$ cat src/rtl/alu_pkg.sv
// alu_pkg: shared opcode, state and latency definitions for the ALU controller
package alu_pkg;
    localparam int DATA_WIDTH = 16;
    localparam logic [2:0] OC_ADD = 3'b000;
    localparam logic [2:0] OC_SUB = 3'b001;
    localparam logic [2:0] OC_MUL = 3'b010;
    localparam logic [2:0] OC_DIV = 3'b011;
    localparam logic [2:0] OC_NOT = 3'b100;
    localparam logic [2:0] OC_XOR = 3'b101;
    localparam logic [2:0] OC_OR  = 3'b110;
    localparam logic [2:0] OC_AND = 3'b111;
    localparam int LAT_SIMPLE = 0;
    localparam int LAT_MUL    = 1;
    localparam int LAT_DIV    = 3;
    localparam int LAT_MAX    = LAT_DIV;
    localparam int CNT_W      = $clog2(LAT_MAX + 1);
    typedef enum logic [1:0] {IDLE = 2'd0, EXEC = 2'd1, DONE = 2'd2} state_e;
    function automatic logic [CNT_W-1:0] lat_of(input logic [2:0] oc);
        return oc == OC_MUL ? CNT_W'(LAT_MUL) : oc == OC_DIV ? CNT_W'(LAT_DIV) : CNT_W'(LAT_SIMPLE);
    endfunction
endpackage

$ cat src/rtl/alu.sv
// alu: combinational datapath, result truncated to DATA_WIDTH bits
//   oc_i  opcode
//   a_i   operand A
//   b_i   operand B (ignored by NOT)
//   f_o   result; divide by zero yields 0 here and is overridden by the caller
module alu
    import alu_pkg::*;
(
    input  logic [2:0]            oc_i,
    input  logic [DATA_WIDTH-1:0] a_i,
    input  logic [DATA_WIDTH-1:0] b_i,
    output logic [DATA_WIDTH-1:0] f_o
);
    always_comb begin
        f_o = '0;
        case (oc_i)
            OC_ADD:  f_o = a_i + b_i;
            OC_SUB:  f_o = a_i - b_i;
            OC_MUL:  f_o = a_i * b_i;
            OC_DIV:  f_o = b_i == '0 ? '0 : a_i / b_i;
            OC_NOT:  f_o = ~a_i;
            OC_XOR:  f_o = a_i ^ b_i;
            OC_OR:   f_o = a_i | b_i;
            OC_AND:  f_o = a_i & b_i;
            default: f_o = '0;
        endcase
    end
endmodule

$ cat src/rtl/alu_ctrl.sv
// alu_ctrl: single-command ALU controller with per-opcode latency and valid/ready handshakes
//   clk, rst_n            clock, synchronous active-low reset
//   cmd_valid/cmd_ready   command handshake; ready only in IDLE
//   cmd_oc, cmd_a, cmd_b  opcode and operands, captured on accept
//   res_valid/res_ready   result handshake; result held until taken
//   res_f, res_err        result and divide-by-zero flag
module alu_ctrl
    import alu_pkg::*;
(
    input  logic                  clk,
    input  logic                  rst_n,
    input  logic                  cmd_valid,
    output logic                  cmd_ready,
    input  logic [2:0]            cmd_oc,
    input  logic [DATA_WIDTH-1:0] cmd_a,
    input  logic [DATA_WIDTH-1:0] cmd_b,
    output logic                  res_valid,
    input  logic                  res_ready,
    output logic [DATA_WIDTH-1:0] res_f,
    output logic                  res_err
);
    state_e                state_q, state_d;
    logic [CNT_W-1:0]      cnt_q, cnt_d;
    logic [2:0]            oc_q, oc_d;
    logic [DATA_WIDTH-1:0] a_q, a_d, b_q, b_d;
    logic                  res_valid_q, res_valid_d;
    logic [DATA_WIDTH-1:0] res_f_q, res_f_d;
    logic                  res_err_q, res_err_d;
    logic [DATA_WIDTH-1:0] alu_f;
    logic                  div_zero;

    alu u_alu (
        .oc_i (oc_q),
        .a_i  (a_q),
        .b_i  (b_q),
        .f_o  (alu_f)
    );

    assign div_zero  = oc_q == OC_DIV && b_q == '0;
    assign cmd_ready = state_q == IDLE;
    assign res_valid = res_valid_q;
    assign res_f     = res_f_q;
    assign res_err   = res_err_q;

    always_comb begin
        state_d     = state_q;
        cnt_d       = cnt_q;
        oc_d        = oc_q;
        a_d         = a_q;
        b_d         = b_q;
        res_valid_d = res_valid_q;
        res_f_d     = res_f_q;
        res_err_d   = res_err_q;
        case (state_q)
            IDLE: if (cmd_valid) begin
                oc_d    = cmd_oc;
                a_d     = cmd_a;
                b_d     = cmd_b;
                cnt_d   = lat_of(cmd_oc);
                state_d = EXEC;
            end
            EXEC: if (cnt_q != '0) begin
                cnt_d = cnt_q - 1'b1;
            end else begin
                res_f_d     = div_zero ? '1 : alu_f;
                res_err_d   = div_zero;
                res_valid_d = 1'b1;
                state_d     = DONE;
            end
            DONE: if (res_ready) begin
                res_valid_d = 1'b0;
                state_d     = IDLE;
            end
            default: state_d = IDLE;
        endcase
    end

    always_ff @(posedge clk) begin
        if (!rst_n) begin
            state_q     <= IDLE;
            cnt_q       <= '0;
            oc_q        <= '0;
            a_q         <= '0;
            b_q         <= '0;
            res_valid_q <= 1'b0;
            res_f_q     <= '0;
            res_err_q   <= 1'b0;
        end else begin
            state_q     <= state_d;
            cnt_q       <= cnt_d;
            oc_q        <= oc_d;
            a_q         <= a_d;
            b_q         <= b_d;
            res_valid_q <= res_valid_d;
            res_f_q     <= res_f_d;
            res_err_q   <= res_err_d;
        end
    end
endmodule

$ cat config.mk
export PLATFORM = sky130hd
export DESIGN_NAME = alu_ctrl
export DESIGN_NICKNAME = d
export VERILOG_FILES = /design/src/rtl/alu_pkg.sv /design/src/rtl/alu.sv /design/src/rtl/alu_ctrl.sv
export SDC_FILE = /design/constraint.sdc
export NUM_CORES = 1
export LEC_CHECK = 0
export CORE_ASPECT_RATIO = 1.75
export CORE_MARGIN = 4
export CORE_UTILIZATION = 50
export DETAILED_ROUTE_END_ITERATION = 6
export MAX_ROUTING_LAYER = met4
export PLACE_DENSITY_LB_ADDON = 0.08
export SLEW_MARGIN = 40
export SYNTH_ARGS = -nofsm -noshare
export SYNTH_HDL_FRONTEND = slang
export SYNTH_SLANG_ARGS = --single-unit
export TNS_END_PERCENT = 20
$ cat constraint.sdc
create_clock -name clk -period 66.8 [get_ports clk]
set_clock_uncertainty 0.15 [all_clocks]
set_input_delay 13.36 -clock clk [delete_from_list [all_inputs] [get_ports clk]]
set_output_delay 13.36 -clock clk [all_outputs]
set_load 0.05 [all_outputs]
==> flow_metrics.tcl <==
set metrics [dict create \
    holdBufCountCts 0 \
    synth.net_count 2318 \
    worstSetupEndpointType "flip-flop" \
    cp_max_fo 25 \
    crit_arrival_ps 30820 \
    worst-setup-path-type "flip-flop to flip-flop" \
    tritoncts.num_buffers 9 \
    critical-path-max-stage-delay_ps 610 \
    h-tree-depth 3 \
    synth_ff_type "dfxtp_1" \
    route.detailed.wl_per_inst_um 23.6 \
    hp-class "flip-flop to flip-flop" \
    first_iter_violations 982 \
    ys_top_cells_by_area "ha_1 20%, fa_1 11%, dfxtp_1 7.7%" \
    synth_area_per_inst_sq_um 7.59 \
    drive_gt1_share_pct 7.52 \
    yosysTopAreaCellShare_pct 19.9 \
    rrSetupSlack_ps 36050 \
    die_height_um 236 \
    worst_skew_pair.late_latency_ps 350 \
    post_dr_vias_cell 6.15 \
    run_status "finished, violations left" \
    layout-area-overhead-vs-synth_pct 9.38 \
    placement.cell_area_sq_mm 0.0159 \
    drt_wl_total_um 56100 \
    nets_final 2348 \
    gr-total-overflow 0 \
    design_area_sq_mm 0.0163 \
    mappedNetlistArea_sq_mm 0.0149 \
    critical_path.startpoint "b_q[8]" \
    violated_checks "design-rule violations" \
    grt_max_degree 58 \
    use_met3_pct 3.33 \
    floorplan.initialDensity_pct 50.6 \
    core_area_sq_mm 0.0294 \
    synthCells 1961 \
    insertedDiodeCount 0 \
    clk_transition_reported_paths_ps 50 \
    count_of_yosys_warnings_during_synthesis 0 \
    drv.max_cap_violation_count 0 \
    vias_in_the_first_global_route 14931 \
    cts_tree "done" \
    grt_pass1_wl_um 84700 \
    relSlewSlack_pct 45.0 \
    final_hold_viol_count 0 \
    layout_worst_path_cycle_share_pct 46.0 \
    most_heavily_used_metal_layer_in_global_routing "met2" \
    gp_congestion 0.992 \
    drt.antenna.violating_nets 0 \
    timing.critical_path.from_type "flip-flop" \
    pin_count 58 \
    layout_commonest_cell "nand2_1" \
    grt_antenna_before_repair 0 \
    drc 1 \
    use_met2_pct 61.8 \
    timing.rr.start "b_q[8]" \
    tightest_slew_ps 820 \
    yosysTopAreaCell "ha_1" \
    worst-endpoint-required_ps 66870 \
    max_freq_mhz 32.5 \
    cts.root.buffer_cell "clkbuf_16" \
    num_vias 14635 \
    grtUsageTotal_pct 34.5 \
    final_max_slew_viol_count 0 \
    ys_async_sr_fraction_pct 0 \
    rsz_0062_raised_after_global_routing "false" \
    dieWidth_um 138 \
    setup_viol_count_final 0 \
    path_delay_family "compound AO/OA/AOI/OAI gates" \
    timing.critical_path.slowest_stage_cell "a221oi_2" \
    worst-path-buf-inv 7 \
    synth_edf_count 0 \
    timing.critical_path.mode_cell "ha_1" \
    port_buffers 57 \
    final_period_minus_worst_setup_slack_ps 30750 \
    setup_tns_ps 0 \
    post_cts.repair.setup_buffers 0 \
    floorplan.rows 83 \
    postSynthRegisterBits 57 \
    timing.hold.worst.start "res_valid" \
    resized_cells_post_cts 0 \
    cts_num_sinks 57 \
    place.detailed.hpwl_um 44400 \
    layout_common_cells "261 x nand2_1, 237 x ha_1, 192 x inv_1" \
    clock_path_buffers 2 \
    fp.dieArea_sq_mm 0.0327 \
    yosysUniqueCellTypes 89 \
    yosysSeqAreaShare_pct 7.67 \
    globalRouteMet1Util_pct 35.4 \
    detailedRoute.firstPassIterationCount 7 \
]
per-layer routing:
layer / wire length (um) / part of all wire [%]
met3: 2610 / 4.6
met4: 4640 / 8.3
met1: 20000 / 36
met2: 28900 / 51
met5: 0 / 0
path summary, 6_finish.rpt:
check | end | cells after the start
worst max-delay path | res_f[0] | 117
worst min-delay path | res_valid | 2
worst max register to register | res_f[0] | 117
worst min register to register | res_valid | 2
logic make-up after synthesis:
family / after synthesis / share of synthesized area (%)
and+or+nand+nor: 654 / 20.2
xor gates and xnor gates: 139 / 8.18
DFF: 57 / 7.67
muxes: 50 / 4.56
adders and majority gates: 318 / 30.8
buffers and inverters: 285 / 7.44
AOI/OAI and AO/OA: 458 / 21.1
synthesized netlist by cell type (all sizes together) (9+ instances only):
| master | n |
|---|---|
| a21oi | 111 |
| a21boi | 40 |
| nor2 | 176 |
| o21ai | 82 |
| dfxtp | 57 |
| inv | 193 |
| mux2 | 22 |
| o31ai | 15 |
| ha | 237 |
| or3 | 19 |
| nor3 | 46 |
| o21a | 28 |
| a21o | 34 |
| mux4 | 12 |
| nand2 | 262 |
| xnor2 | 90 |
| nor2b | 22 |
| xor2 | 49 |
| a31oi | 23 |
| fa | 81 |
| o211ai | 21 |
| and2 | 12 |
| a221oi | 12 |
| mux2i | 16 |
| buf | 15 |
| nor4 | 13 |
| a41oi | 9 |
| or2 | 19 |
| clkbuf | 72 |
| nand2b | 16 |
| nand3 | 30 |
| and3 | 9 |
| a211oi | 12 |
sequential cells by signal, indices dropped and copies added (netlist names):
signal     flops
a_q           16
cnt_q          2
res_f         16
oc_q           3
res_valid      1
b_q           16
state_q        2
res_err        1
through the flow:
stage	setup WS [ps]	utilization, %	std cells	hold WS [ps]
CTS	36110	55.4	2378	339
detailed placement	36210	54.3	2362	329
global placement	36590	54.2	2361	317
global route	34230	55.4	2378	372
finish	36050	55.4	2378	334
floorplan	40200	-	1961	322
cell type report:
type	count	area, sq um
multi-input combinational	1619	12700
inverter	198	743
tap	382	478
clock buffer	11	243
clock inverter	5	78.8
sequential	57	1140
fill	2917	13100
timing repair buffer	106	933
tightest hold or removal path, delay by kind of cell (launching register included):
| family | cells | cell delay (ps) |
|---|---|---|
| compound gates | 1 | 60 |
| flops | 1 | 320 |
| simple gates | 1 | 50 |
Power is not shown: default switching activity piles up to over one toggle a cycle in this logic, so the estimate is an artifact.
